--- src/rtl/burst_reverser.sv ---
// burst_reverser: captures a burst of WIDTH-bit words into a register array
// and replays it to a busy-flagged sink once the burst ends.
// Playback is last-in-first-out. Defining BURST_REV_FIFO_EN honours the
// mode input, which is latched at drain start (1 = in-order playback).
module burst_reverser #(
   parameter int WIDTH = 8,
   parameter int DEPTH = 16
) (
   input  logic                     clk,
   input  logic                     reset,
   input  logic                     i_valid,
   input  logic [WIDTH-1:0]         Din,
   input  logic                     busy,
   input  logic                     mode,
   output logic [WIDTH-1:0]         Dout,
   output logic                     o_valid,
   output logic [$clog2(DEPTH):0]   count,
   output logic                     full,
   output logic                     overflow
);

   localparam int AW = $clog2(DEPTH);
   localparam logic [AW:0] CNT_ONE  = (AW+1)'(1);
   localparam logic [AW:0] CNT_FULL = (AW+1)'(DEPTH);

   typedef enum logic {LOAD, DRAIN} state_t;

   state_t            state_q, state_d;
   logic [WIDTH-1:0]  mem [DEPTH];
   logic [AW:0]       count_q, count_d;
   logic              full_q;
   logic              ovf_q;
   logic [WIDTH-1:0]  dout_p1;
   logic              vld_p1;

   logic              wr_en;
   logic              emit;
   logic              start;
   logic              drop;
   logic              clr_ovf;
   logic [AW-1:0]     rd_addr;

   // State register; reset lands in LOAD.
   always_ff @(posedge clk or negedge reset) begin
      if (!reset) state_q <= LOAD;
      else        state_q <= state_d;
   end

   // Next-state and per-cycle control decode.
   always_comb begin
      state_d = state_q;
      wr_en   = 1'b0;
      emit    = 1'b0;
      start   = 1'b0;
      drop    = 1'b0;
      clr_ovf = 1'b0;
      case (state_q)
         LOAD: begin
            if (i_valid) begin
               if (!full_q) begin
                  wr_en   = 1'b1;
                  clr_ovf = (count_q == '0);
               end else begin
                  drop = 1'b1;
               end
            end else if (count_q != '0 && !busy) begin
               // First word leaves on the same edge as the state change; a
               // one-word burst is finished immediately and stays in LOAD.
               start = 1'b1;
               emit  = 1'b1;
               if (count_q != CNT_ONE) state_d = DRAIN;
            end
         end
         DRAIN: begin
            drop = i_valid;
            if (!busy) begin
               emit = 1'b1;
               if (count_q == CNT_ONE) state_d = LOAD;
            end
         end
         default: state_d = LOAD;
      endcase
   end

   // Occupancy after this edge: writes and emits never coincide.
   always_comb begin
      count_d = count_q;
      if (wr_en)     count_d = count_q + CNT_ONE;
      else if (emit) count_d = count_q - CNT_ONE;
   end

`ifdef BURST_REV_FIFO_EN
   logic          mode_q;
   logic          fifo_sel;
   logic [AW-1:0] rd_ptr_q;

   // The live mode input only matters on the start edge; afterwards the latched copy rules.
   assign fifo_sel = start ? mode : mode_q;

   // Read address: in-order pointer for FIFO, top of stack for LIFO.
   always_comb begin
      if (fifo_sel) rd_addr = start ? '0 : rd_ptr_q;
      else          rd_addr = AW'(count_q - CNT_ONE);
   end

   // Latch playback mode at drain start and advance the in-order pointer per emit.
   always_ff @(posedge clk or negedge reset) begin
      if (!reset) begin
         mode_q   <= 1'b0;
         rd_ptr_q <= '0;
      end else begin
         if (start) mode_q   <= mode;
         if (emit)  rd_ptr_q <= rd_addr + AW'(1);
      end
   end
`else
   logic unused_mode;
   assign unused_mode = mode;
   // LIFO only: the top of stack is always entry count-1.
   assign rd_addr = AW'(count_q - CNT_ONE);
`endif

   // Storage array; contents are don't-care after reset.
   always_ff @(posedge clk) begin
      if (wr_en) mem[count_q[AW-1:0]] <= Din;
   end

   // ---- stage p1: registered occupancy, flags and output word ----
   // Registered status and output word; Dout is forced to zero when not valid.
   always_ff @(posedge clk or negedge reset) begin
      if (!reset) begin
         count_q <= '0;
         full_q  <= 1'b0;
         ovf_q   <= 1'b0;
         vld_p1  <= 1'b0;
         dout_p1 <= '0;
      end else begin
         count_q <= count_d;
         full_q  <= (count_d == CNT_FULL);
         vld_p1  <= emit;
         dout_p1 <= emit ? mem[rd_addr] : '0;
         if (drop)         ovf_q <= 1'b1;
         else if (clr_ovf) ovf_q <= 1'b0;
      end
   end

   assign Dout     = dout_p1;
   assign o_valid  = vld_p1;
   assign count    = count_q;
   assign full     = full_q;
   assign overflow = ovf_q;

endmodule

--- config.mk ---
export PLATFORM = sky130hd
export DESIGN_NAME = burst_reverser
export DESIGN_NICKNAME = d
export VERILOG_FILES = /design/src/rtl/burst_reverser.sv
export SDC_FILE = /design/constraint.sdc
export NUM_CORES = 1
export LEC_CHECK = 0
export ABC_AREA = 1
export CAP_MARGIN = 0
export CORE_MARGIN = 4
export CORE_UTILIZATION = 55
export DETAILED_ROUTE_END_ITERATION = 8
export GPL_TIMING_DRIVEN = 0
export PLACE_DENSITY = 0.71
export SLEW_MARGIN = 20
export SYNTH_ARGS = -nofsm -noshare
export SYNTH_HDL_FRONTEND = slang
export SYNTH_SLANG_ARGS = --single-unit
--- constraint.sdc ---
create_clock -name clk -period 4.65 [get_ports clk]
set_input_delay 0.6975 -clock clk [delete_from_list [all_inputs] [get_ports clk]]
set_output_delay 0.6975 -clock clk [all_outputs]
set_load 0.03 [all_outputs]
After elaboration in Yosys (flattened, before gate mapping)
Memories as Yosys holds them, arrays and structs flattened.
Cells that the tools add are included.
Storage, ports and cells
  register bits: 17
  bits in writable memories: 128
  input port bits: 13
  memories: 1
Memories
  mem: depth 16, width 8, rd ports 1, clocked after Yosys merged registers in 0, write ports 1, RTL line 29  | logic [WIDTH-1:0] mem [DEPTH];
Operators by class
  add/sub/neg operators: 2
  eq/ne operators: 3
  multiplexer cells: 26
  bitwise gates (word level): 1
  reductions and logical operators: 5
Operators with widths (count)
  two-way mux 1 bit: 20
  two-way mux 5 bit: 2
  two-way mux 8 bit: 1
  case mux 1 bit (2 select lines): 3
  adder 5 x 1 -> 5 bit (second input constant): 1
  equality test 5 x 1 -> 1 bit (second input constant): 1
  equality test 5 bit (second input constant): 1
  logical NOT 5 bit: 1
  inequality test 5 x 1 -> 1 bit (second input constant): 1
  nonzero test 5 bit: 1
  subtractor 5 x 1 -> 5 bit (second input constant): 1
  nonzero test 2 bit: 1
  logical AND 1 bit: 1
  logical NOT 1 bit: 1
  NOT 1 bit: 1

Longest topological paths before layout
Gate-level depths: netlist (run 1).
  depth after elaboration: 8
  depth in mapped cells: 15
  depth with buffers taken out: 13

Worst setup path before layout (run 1)
OpenSTA, ideal clock, no wires.
  path kind: register -> register
  start: register count_q[0] (netlist: count[0])
  end: register dout_p1[5] (netlist: Dout[5])
  setup time: 77 ps
  data arrival time: 2126 ps
  data required time: 4573 ps
  path slack: 2446 ps
  cell stages (with the launch flop): 12
  cell sequence: dfrtp_1 inv_2 buf_6 buf_2 ha_1 buf_6 inv_2 clkbuf_1 a21oi_1 a22oi_1 o21ai_1 a21oi_1
On the way
  longest elaborated chain between the ends: 6
  elaborated cells on any way between the ends: 8
RTL lines
  from (decl): RTL line 30  | logic [AW:0] count_q, count_d;
  from (signal assigned): RTL line 138  | count_q <= count_d;
  parallel branches: the longest is 5 deep, another holds memory read (16 x 8 bit)
  two-way mux 8 bit *: RTL line 141  | dout_p1 <= emit ? mem[rd_addr] : '0;
  to (signal assigned): RTL line 141
  to (decl): RTL line 33  | logic [WIDTH-1:0] dout_p1;
Every way passes the cells marked *.
A chain may end at the register's enable or synchronous reset.

Worst setup path after layout (run 1)
  start: register count_q[0] (netlist: count[0])
  end: register dout_p1[7] (netlist: Dout[7])
The elaborated chain is that of the path after synthesis.

==> results of run 1 <==
-- kinds of logic after synthesis --
logic type / count (synthesis) / synth area share, %
AND/OR/NAND/NOR: 230 / 16.2
flip-flops: 145 / 70.4
AO/OA/AOI/OAI: 94 / 8.09
buffers and inverters: 44 / 3.80
adder cells (fa/ha/maj): 5 / 1.03
XOR/XNOR: 1 / 0.454
-- metrics by stage --
stage | total power [mW] | hold slack (ps)
floorplan | 2.98 | 402
CTS | 5.12 | 537
global route | 5.41 | 548
finish | 5.14 | 533
global placement | 3.64 | 483
detailed placement | 3.67 | 523
-- power groups by stage --
stage                     sequential (mW)  clock, mW  combinational (mW)
after floorplan                      1.70          0                1.28
after CTS                            1.59       1.46                2.08
after detailed placement             1.61          0                2.06
final                                1.59       1.44                2.11
after global routing                 1.60       1.50                2.30
after global placement               1.61          0                2.03
-- cells in the mapped netlist, drive strengths merged --
cell type / count
o21ai: 36
dfrtp: 17
edfxtp: 128
a21oi: 50
nor2: 48
clkbuf: 4
buf: 20
inv: 20
nand4: 1
nand2: 143
ha: 5
xnor2: 1
a22oi: 8
nand3: 38
-- cell type report --
class | instances | area share (%)
Sequential cell | 145 | 59.8
Clock buffer | 19 | 5.91
Clock inverter | 13 | 2.93
Inverter | 20 | 1.12
Timing Repair Buffer | 27 | 3.79
Tap cell | 140 | 2.45
Multi-Input combinational cell | 330 | 21.9
Buffer | 24 | 2.10
-- final timing paths --
| kind | start | endpoint | slack [ps] | cells after the start |
|---|---|---|---|---|
| min in group asynchronous | reset | Dout[1]$_DFF_PN0_ | 630 | 1 |
| min reg2reg | overflow$_DFFE_PN0P_ | overflow$_DFFE_PN0P_ | 530 | 2 |
| max in group asynchronous | reset | Dout[2]$_DFF_PN0_ | 3520 | 1 |
| max | count[0]$_DFF_PN0_ | Dout[7]$_DFF_PN0_ | 1830 | 12 |
| min | overflow$_DFFE_PN0P_ | overflow$_DFFE_PN0P_ | 530 | 2 |
| max reg2reg | count[0]$_DFF_PN0_ | Dout[7]$_DFF_PN0_ | 1830 | 12 |
-- per-layer routing --
metal	share of wire (%)	global-route usage, %	up-vias
met3	7.9	5.45	38
li1	-	-	1909
met2	46	36.3	189
met4	3.9	12.3	0
met1	42	32.6	1926
met5	0	0	-
-- worst max-delay path, cell delays in order, from the launching register on --
cell and delay (ps):
sky130_fd_sc_hd__dfrtp_1 500, sky130_fd_sc_hd__inv_2 160, sky130_fd_sc_hd__buf_6 160, sky130_fd_sc_hd__buf_2 290, sky130_fd_sc_hd__ha_1 300, sky130_fd_sc_hd__buf_6 140, sky130_fd_sc_hd__inv_2 90, sky130_fd_sc_hd__clkbuf_1 370
sky130_fd_sc_hd__o21ai_0 200, sky130_fd_sc_hd__nand2_1 150, sky130_fd_sc_hd__nor2_1 60, sky130_fd_sc_hd__a21oi_1 170, sky130_fd_sc_hd__a21oi_1 90
-- state kept, by name, indices dropped and copies added, names as in the netlist --
| register | flops |
|---|---|
| count | 5 |
| overflow | 1 |
| o_valid | 1 |
| full | 1 |
| state_q | 1 |
| Dout | 8 |
| mem | 128 |
==> out/summary.md, run 1 <==
The endpoint arrival time on the critical path is 3230 ps, and the maximum frequency from static timing analysis is 355 MHz. Total congestion overflow: 0. In this run the biggest area consumer among cell types represents 63.4% of the synthesized area. The run finished with clean final reports. The H-tree was split into 4 levels.

The total of hold buffers inserted after clock tree synthesis is 0, and the via density per instance is 5.66. The mean instance size in the synthesized netlist is 11.7 µm², and the post-detailed-placement half-perimeter wirelength is 9.31 mm. The logs give 2.02 mW for the total net switching power and 0 for the max-capacitance violation count. The total iterations of the first detailed-routing run is 5, and the synthesis warning total is 0.

The count of cells in the finished layout, fillers not included, comes to 718. For the standby leakage power, the log shows 2.69 nW. For the maximum resistive drop on vdd, the log shows 0.353 mV. The share of the cycle needed by the critical path after routing is 60.7%, and the clock edge transition at the registers on the reported setup and hold paths is 60 ps. Category of the critical setup timing path: register to register. The routed via count is 4062, and the cell area after synthesis is 6060 µm².

The global routing usage summed across all routing layers is 23.9%, and the total area of sequential cells is 4270 µm². After detailed routing, the number of remaining DRC violations is 0. At the placement stage, the worst setup path has a slack of 1820 ps.

For the aggregate negative setup slack, the log shows 0 ps. The tools report the number of buffers added for setup after CTS as 0. Number of buffer cells added on primary ports: 27. The tools report the via count of the first global-routing pass as 4035.

The worst setup path is captured at a register. The transition time at the pin with the least slew margin is 832 ps. The post-layout minimum cycle time is 2820 ps. The post-layout instance area is 7140 µm², and the final count of pins violating max slew is 0. The tools report the clock power share as 28.0%. The worst setup slack after layout is 1830 ps, and the CTS sink count is 145. Relative to the synthesized area, the layout overhead comes to 17.8%.

The final layout contains routed wiring with a total length of 14.1 mm. In this run the count of I/O pins placed on the die edge is 29. The floorplan step defined a die boundary enclosing 12800 µm². Leaving out fill and tap cells, the most frequent cell in the layout is sky130_fd_sc_hd__nand2_1. Entering global routing, the biggest net connects 18 pins. In this run, post-CTS repair resized a total of 0 instances. Fraction of layout cells with a size suffix above 1: 11.9%.

Measured against its own limit, the worst slew margin works out to 44.3%. Setup violations remaining at the end of the flow were counted as 0. For this configuration, the core starts out at a cell density of 56.2%.

The number of hold-slack violations in the final timing report was 0; the layout filler cell count was 795. The switching portion of total power was 39.3%; the standard-cell row count was 38. Summing all placed instances gives a cell area of 6510 µm². On the final layout, the worst clock skew is 5.99 ps. The largest fanout on the critical path was 12; the internal power contribution was 3.12 mW. After technology mapping, the gate count stands at 519. After synthesis, the cell types taking the most area are sky130_fd_sc_hd__edfxtp_1 63%, sky130_fd_sc_hd__nand2_1 8.5%, sky130_fd_sc_hd__dfrtp_1 7.0%.

The repair_antennas step left the layout with diodes totalling 0. Combinational logic burns 41.1% of the power. The congestion estimate from routability-driven global placement came to 0.937.

Leaving out fill and tap cells, the most frequent cells in the layout are 138 x sky130_fd_sc_hd__nand2_1, 128 x sky130_fd_sc_hd__edfxtp_1, 50 x sky130_fd_sc_hd__a21oi_1, 45 x sky130_fd_sc_hd__nor2_1, 33 x sky130_fd_sc_hd__nand3_1. TritonCTS built the clock tree. The master cell of the clock root buffer was sky130_fd_sc_hd__clkbuf_8. The final core utilization came out at 66.1%.

The type of the tightest min-delay check was register to register. The logs give 0 for the number of antenna violations at the first check in global routing and 537 for the synthesized netlist net count. The core region is 10800 µm². From left edge to right edge, the die measures 113 µm. From bottom edge to top edge, the die measures 113 µm. For the first-iteration detailed-routing DRC count, the log shows 386.

Counting the buffers created by CTS gives 17. The register bit count reported by yosys is 145, and the net count of the finished layout is 583. The first global-routing pass estimated 22.3 mm of wire. Sequential elements use 70.4% of the synthesized area.

Sequential cells burn 30.9% of the power. Total power divided by cell area: 720 nW/µm². The post-synthesis cell type with the largest combined area is sky130_fd_sc_hd__edfxtp_1. The run gives 0 as the post-route antenna net violation count.

The longest clock path from root to sink contains 2 buffers. In the final layout, the multi-input gates occupy 1560 µm². Total placed cells including tap cells: 686. The later pin in the worst-skew pair is clocked with a latency of 540 ps. The data required time at the worst endpoint is 5060 ps, and the detailed-route wire length per cell is 19.6 µm.

STA classifies the critical path startpoint as a register. The number of different library cells used by synthesis comes to 26. Setup repair after global routing left no endpoint under its margin.
No activity file was read; power rests on OpenSTA's default activity.
==> inputs of run 2 (changes only) <==
==> constraint.sdc (replaced) <==
create_clock -name clk -period 2.8 [get_ports clk]
set_input_delay 0.42 -clock clk [delete_from_list [all_inputs] [get_ports clk]]
set_output_delay 0.42 -clock clk [all_outputs]
set_load 0.03 [all_outputs]
==> run 2 against run 1 <==
Cell count fell by 0.14%. Maximum frequency up 12%. Clock power grew 67%. Worst hold slack got worse by 180 ps. Die area unchanged. Combinational power rose by 66%. Total power is 66% higher. Worst setup slack got worse by 1500 ps. Sequential power is 66% higher. Wire length barely moved. Core utilization hardly changed. Global-route usage stayed put.
==> out/summary.md, run 2 (synthesis results as in run 1) <==
The post-detailed-placement half-perimeter wirelength is 9.31 mm (unchanged), and the post-route antenna net violation count is 0 (unchanged). The most crowded layer after global routing was met2 (unchanged). The highest-delay cell along the critical path was sky130_fd_sc_hd__dfrtp_1 (unchanged).

The clock edge transition at the registers on the reported setup and hold paths was 60 ps (about the same); the maximum frequency from static timing analysis was 398 MHz (was 355 MHz). Sequence of cells on the critical path: inv_2 -> buf_6 -> ha_1 -> buf_6 -> inv_2 -> buf_2 -> a21oi_1 -> a22oi_1 -> o21ai_1 -> a21oi_1 (was inv_2 -> buf_6 -> buf_2 -> ha_1 -> buf_6 -> inv_2 -> clkbuf_1 -> o21ai_0 -> nand2_1 -> nor2_1 -> a21oi_1 -> a21oi_1). The aggregate negative setup slack was 0 ps (unchanged).

The net count of the finished layout is 582 (was 583), and the total area of sequential cells is 4270 µm² (unchanged). The total power divided by cell area works out to 1200 nW/µm² (was 720 nW/µm²). The flow ran to the end, and the final reports show no timing, DRC or antenna violations. Commonest non-fill, non-tap cell in the layout: sky130_fd_sc_hd__nand2_1 (unchanged).

The logs give 17 (unchanged) for the number of buffers created by CTS and 18 (unchanged) for the maximum number of pins on one net before global-route repair. The largest fanout on the critical path came out at 21 (was 12). The global routing usage summed across all routing layers was 23.9% (unchanged). The logs give 5.45% (unchanged) for the routing usage on met3 and 4035 (unchanged) for the via count of the first global-routing pass. First-iteration detailed-routing DRC count: 409 (was 386).

Setup repair after global routing left no endpoint under its margin. The detailed-route wire length per cell is 19.6 µm (about the same). The standby leakage power was 2.70 nW (was 2.69 nW); the post-layout minimum cycle time was 2510 ps (was 2820 ps).

TritonCTS built the clock tree. The total die area came out at 12800 µm² (unchanged). Data required time at the worst endpoint: 3230 ps (was 5060 ps).

The worst relative slew slack is 44.1% (was 44.3%), and the number of buffers added for setup after CTS is 0 (unchanged). Most frequent cells in the layout: 138 x sky130_fd_sc_hd__nand2_1, 128 x sky130_fd_sc_hd__edfxtp_1, 50 x sky130_fd_sc_hd__a21oi_1, 45 x sky130_fd_sc_hd__nor2_1, 33 x sky130_fd_sc_hd__nand3_1 (unchanged). The tools report the CTS sink count as 145 (unchanged). The master cell of the clock root buffer was sky130_fd_sc_hd__clkbuf_8 (unchanged). The number of H-tree levels is 4 (unchanged), and the I/O pin total is 29 (unchanged). Layout filler cell count: 795 (unchanged). The worst clock skew on the final layout came out at 5.91 ps (was 5.99 ps). The die boundary height works out to 113 µm (unchanged). The transition time at the pin with the least slew margin came out at 836 ps (was 832 ps). The endpoint arrival time on the critical path was 2950 ps (was 3230 ps); the number of flip-flops under the largest register name was 128 (unchanged).

The tools report the post-detailed-routing wire length as 14.1 mm (about the same). The final count of pins violating max slew came out at 0 (unchanged). The run gives 0 (unchanged) as the number of antenna violations at the first check in global routing. The category of the critical setup timing path was register to register (unchanged). The logs give 0 (unchanged) for the final-report setup violation count and 32.6% (unchanged) for the met1 demand-to-capacity share in global routing.

For the maximum resistive drop on vdd, the log shows 0.583 mV (was 0.353 mV). The logs give 5 (unchanged) for the total iterations of the first detailed-routing run and 1560 µm² (unchanged) for the area of the multi-input gates. The die extent in x works out to 113 µm (unchanged). The element type at the critical path end was a register (unchanged). The fraction of layout cells with a size suffix above 1 came out at 12.1% (was 11.9%).

The area growth from synthesis to final layout was 17.7% (was 17.8%); the post-place setup slack was 84.8 ps (was 1820 ps). The deepest clock path buffer count was 2 (unchanged). Number of design rule violations left after detail routing: 0 (unchanged).

The kind of start point of the critical path was a register (unchanged). The standard-cell row count was 38 (unchanged); the met2 track demand over resource in global routing was 36.3% (unchanged). Via density per instance: 5.66 (about the same). The run gives 4056 (was 4062) as the routed via count. The type of the tightest min-delay check was input pin to asynchronous set/reset pin (was register to register).

Share of the cycle needed by the critical path after routing: 89.8% (was 60.7%). The worst setup slack after layout was 286 ps (was 1830 ps). For the total congestion overflow, the log shows 0 (unchanged).

The number of buffer cells added on primary ports came out at 27 (unchanged). The global-route wire length before repair is 22.3 mm (unchanged), and the number of hold-slack violations in the final timing report is 0 (unchanged). The core area is 10800 µm² (unchanged). The delay of the slowest cell on the worst path works out to 540 ps (was 500 ps).

Max-capacitance violation count: 0 (unchanged). The number of antenna cells inserted was 0 (unchanged). Initial cell density of the core: 56.2% (unchanged). The clock latency at the later pin of the worst-skew pair came out at 540 ps (about the same). The routability congestion estimate came out at 0.937 (unchanged).
-- run 2: cell count changes in the layout (fill, tap and decap cells not counted) --
cell                       previous run  this run
sky130_fd_sc_hd__clkbuf_1             5         3
sky130_fd_sc_hd__clkbuf_2             1         3
sky130_fd_sc_hd__buf_2               11        10
-- run 2: layout make-up --
class,instances,share of cell area (%)
clock inverters,13,2.93
multi-input cells,330,21.9
plain buffers,23,2.07
inverters,20,1.12
well taps,140,2.46
clock buffers,19,5.91
flip-flops and latches,145,59.8
repair buffers,27,3.79
-- run 2: path summary, 6_finish.rpt --
kind                                 startpoint                    to  slack (ps)  cells after the start
setup / recovery             count[0]$_DFF_PN0_     Dout[0]$_DFF_PN0_         290                     10
hold / removal                            reset     Dout[1]$_DFF_PN0_         350                      1
setup reg to reg             count[0]$_DFF_PN0_     Dout[0]$_DFF_PN0_         290                     10
hold reg to reg            overflow$_DFFE_PN0P_  overflow$_DFFE_PN0P_         530                      2
min in group clk                           busy     state_q$_DFF_PN0_         500                      2
max in group asynchronous                 reset     Dout[0]$_DFF_PN0_        1940                      1
-- run 2: worst max-delay path, delay by kind of cell, from the launching register on --
kind,cells,cell delay (ps)
flip-flops,1,540
AO/OA/AOI/OAI,4,720
buffers and inverters,5,810
adder cells (fa/ha/maj),1,320
-- run 2: where the power goes --
group / switching [mW] / internal (mW) / total, mW
Clock: 0.856 / 1.54 / 2.40
Combinational: 2.39 / 1.11 / 3.51
Sequential: 0.108 / 2.53 / 2.64
-- run 2: timing repair --
action                     4_1_cts  5_1_grt
hold buffers                     0        0
hold endpoints to repair         0        0
setup endpoints to repair        0        8
gates resized for setup          0        4
-- run 2: per-stage QoR --
step	power (mW)	std cells	util, %	hold WS, ps	area [µm²]
3_3_place_gp	6.04	686	60.3	483	6510
4_1_cts	8.51	718	66.1	350	7140
5_1_grt	8.98	717	66.1	409	7130
2_1_floorplan	4.95	519	-	124	6060
3_5_place_dp	6.10	686	60.3	523	6510
6_report	8.54	717	66.1	354	7130
-- run 2: routing by layer --
metal	vias up	share of wire [%]
met5	-	0
met4	0	4.1
met3	49	9.3
met2	214	46
met1	1890	41
li1	1903	-
==> inputs of run 3 (changes only) <==
--- a/config.mk
+++ b/config.mk
@@ -7,7 +7,6 @@
 export LEC_CHECK = 0
 export ABC_AREA = 1
 export CAP_MARGIN = 0
-export CORE_MARGIN = 4
 export CORE_UTILIZATION = 55
 export DETAILED_ROUTE_END_ITERATION = 8
 export GPL_TIMING_DRIVEN = 0
==> run 3 against run 2 <==
Design area down 0.19%. Combinational power about the same. Clock skew about the same. Largest cell class unchanged.
==> out/summary.md, run 3 (synthesis results as in run 1) <==
The largest fanout on the critical path is 21 (unchanged). Standby leakage power: 2.69 nW (was 2.70 nW). Kind of start point of the critical path: a register (unchanged). The post-route antenna net violation count came out at 0 (unchanged). The detailed-route wire length per cell was 19.5 µm (was 19.6 µm). The commonest non-fill, non-tap cell in the layout was sky130_fd_sc_hd__nand2_1 (unchanged). Maximum resistive drop on vdd: 0.482 mV (was 0.583 mV). The met1 demand-to-capacity share in global routing is 36.6% (was 32.6%).

The tools report the met2 track demand over resource in global routing as 40.9% (was 36.3%). Sequence of cells on the critical path: inv_2 -> buf_6 -> ha_1 -> buf_6 -> inv_2 -> buf_2 -> nand3_1 -> nand2_1 -> o21ai_0 -> a21oi_1 -> a21oi_1 (was inv_2 -> buf_6 -> ha_1 -> buf_6 -> inv_2 -> buf_2 -> a21oi_1 -> a22oi_1 -> o21ai_1 -> a21oi_1). The number of cells traversed by the worst register-to-register path is 11 (was 10). The post-place setup slack is 158 ps (was 84.8 ps), and the post-layout minimum cycle time is 2450 ps (was 2510 ps). The core area came out at 10500 µm² (was 10800 µm²). The data required time at the worst endpoint is 3230 ps (about the same).

The logs give 353 ps (was 286 ps) for the worst setup slack after layout and 409 MHz (was 398 MHz) for the maximum frequency from static timing analysis. The logs give 3958 (was 4035) for the via count of the first global-routing pass and 0 (unchanged) for the max-capacitance violation count. The total die area came out at 11400 µm² (was 12800 µm²). The endpoint arrival time on the critical path is 2870 ps (was 2950 ps), and the die extent in x is 107 µm (was 113 µm). The transition time at the pin with the least slew margin is 802 ps (was 836 ps). The number of flip-flops under the largest register name is 128 (unchanged). The initial cell density of the core is 57.7% (was 56.2%), and the total of hold buffers inserted after clock tree synthesis is 0 (unchanged).

The logs give 6.99% (was 5.45%) for the routing usage on met3 and 582 (unchanged) for the net count of the finished layout. The highest-delay cell along the critical path was sky130_fd_sc_hd__dfrtp_1 (unchanged). The number of H-tree levels was 4 (unchanged).

The tools report the deepest clock path buffer count as 2 (unchanged). The worst clock skew on the final layout was 5.48 ps (was 5.91 ps); the aggregate negative setup slack was 0 ps (unchanged). Most frequent cells in the layout: 138 x sky130_fd_sc_hd__nand2_1, 128 x sky130_fd_sc_hd__edfxtp_1, 50 x sky130_fd_sc_hd__a21oi_1, 45 x sky130_fd_sc_hd__nor2_1, 33 x sky130_fd_sc_hd__nand3_1 (unchanged).

The number of buffers created by CTS is 17 (unchanged), and the total iterations of the first detailed-routing run is 7 (was 5). The most crowded layer after global routing is met2 (unchanged). The worst relative slew slack was 46.4% (was 44.1%); the share of the cycle needed by the critical path after routing was 87.4% (was 89.8%). The number of buffer cells added on primary ports is 27 (unchanged). The fraction of layout cells with a size suffix above 1 was 12.5% (was 12.1%). The final count of pins violating max slew came out at 0 (unchanged). The number of antenna cells inserted came out at 0 (unchanged). The post-detailed-placement half-perimeter wirelength was 9.21 mm (was 9.31 mm); the post-detailed-routing wire length was 13.9 mm (was 14.1 mm).

I/O pin total: 29 (unchanged). The category of the critical setup timing path was register to register (unchanged). Clock latency at the later pin of the worst-skew pair: 550 ps (was 540 ps). The routability congestion estimate came out at 0.929 (was 0.937). The area growth from synthesis to final layout works out to 17.5% (was 17.7%). The tools report the standard-cell row count as 37 (was 38). Type of the tightest min-delay check: input pin to asynchronous set/reset pin (unchanged). The element type at the critical path end is a register (unchanged). The maximum number of pins on one net before global-route repair was 18 (unchanged); the total power divided by cell area was 1190 nW/µm² (was 1200 nW/µm²). CTS sink count: 145 (unchanged). The via density per instance works out to 5.69 (was 5.66). For the final-report setup violation count, the log shows 0 (unchanged). The total congestion overflow is 0 (unchanged), and the die boundary height is 107 µm (was 113 µm). The run gives 774 (was 795) as the layout filler cell count.

TritonCTS built the clock tree. The clock edge transition at the registers on the reported setup and hold paths is 60 ps (about the same). The global routing usage summed across all routing layers came out at 26.8% (was 23.9%).

The global-route wire length before repair is 21.6 mm (was 22.3 mm), and the routed via count is 4054 (was 4056). For the number of design rule violations left after detail routing, the log shows 0 (unchanged). The tools report the first-iteration detailed-routing DRC count as 349 (was 409). The master cell of the clock root buffer is sky130_fd_sc_hd__clkbuf_8 (unchanged). The tools report the number of antenna violations at the first check in global routing as 0 (unchanged). Delay of the slowest cell on the worst path: 500 ps (was 540 ps). Setup repair after global routing left no endpoint under its margin. The run finished with clean final reports.

For the number of hold-slack violations in the final timing report, the log shows 0 (unchanged).
## run 3: changes by cell type in the layout (fill, tap and decap cells not counted), sizes merged
cell    change
bufinv      -1
buf         -1
inv         +2
clkbuf      -1
clkinv      +1
## run 3: cell type report
| type | count | area [µm²] | area share (%) |
|---|---|---|---|
| flip-flops and latches | 145 | 4270 | 60.0 |
| multi-input cells | 330 | 1560 | 21.9 |
| clock buffers | 17 | 414 | 5.82 |
| repair buffers | 27 | 270 | 3.80 |
| clock inverters | 15 | 205 | 2.88 |
| well taps | 136 | 170 | 2.39 |
| plain buffers | 23 | 150 | 2.11 |
| inverters | 20 | 80.1 | 1.12 |
## run 3: repair_timing
action | CTS | global route
setup endpoints to repair | 0 | 8
resized for setup | 0 | 5
setup buffers | 0 | 0
## run 3: stage by stage
step	power [mW]	utilization [%]	hold WS (ps)	instance area, µm²	cells
finish	8.47	67.8	341	7120	713
global route	8.93	67.8	389	7120	713
CTS	8.43	67.8	346	7120	714
detailed placement	6.06	61.9	506	6500	682
global placement	6.00	61.9	490	6500	682
floorplan	4.95	-	124	6060	519
## run 3: worst paths after layout
kind	from	endpoint	slack (ps)
setup reg to reg	count[0]$_DFF_PN0_	Dout[1]$_DFF_PN0_	350
setup / recovery	count[0]$_DFF_PN0_	Dout[1]$_DFF_PN0_	350
hold / removal	reset	Dout[6]$_DFF_PN0_	340
hold reg to reg	overflow$_DFFE_PN0P_	overflow$_DFFE_PN0P_	510
min in group clk	busy	state_q$_DFF_PN0_	480
max in group asynchronous	reset	overflow$_DFFE_PN0P_	1960
## run 3: layer usage
layer	up-vias	part of all wire (%)	wire, µm
li1	1903	-	-
met1	1929	42	5870
met2	195	46	6470
met3	27	8.5	1180
met4	0	2.9	401
met5	-	0	0
## run 3: worst max-delay path, delay by kind of cell, from the launching register on
family / cells / cell delay [ps]
AO/OA/AOI/OAI: 3 / 420
flip-flops: 1 / 500
AND/OR/NAND/NOR: 2 / 270
buffers and inverters: 5 / 810
adder cells (fa/ha/maj): 1 / 320
## run 3: where the power goes
part	internal [mW]	switching [mW]	total, mW
Clock	1.46	0.898	2.35
Sequential	2.53	0.0988	2.63
Combinational	1.12	2.37	3.49
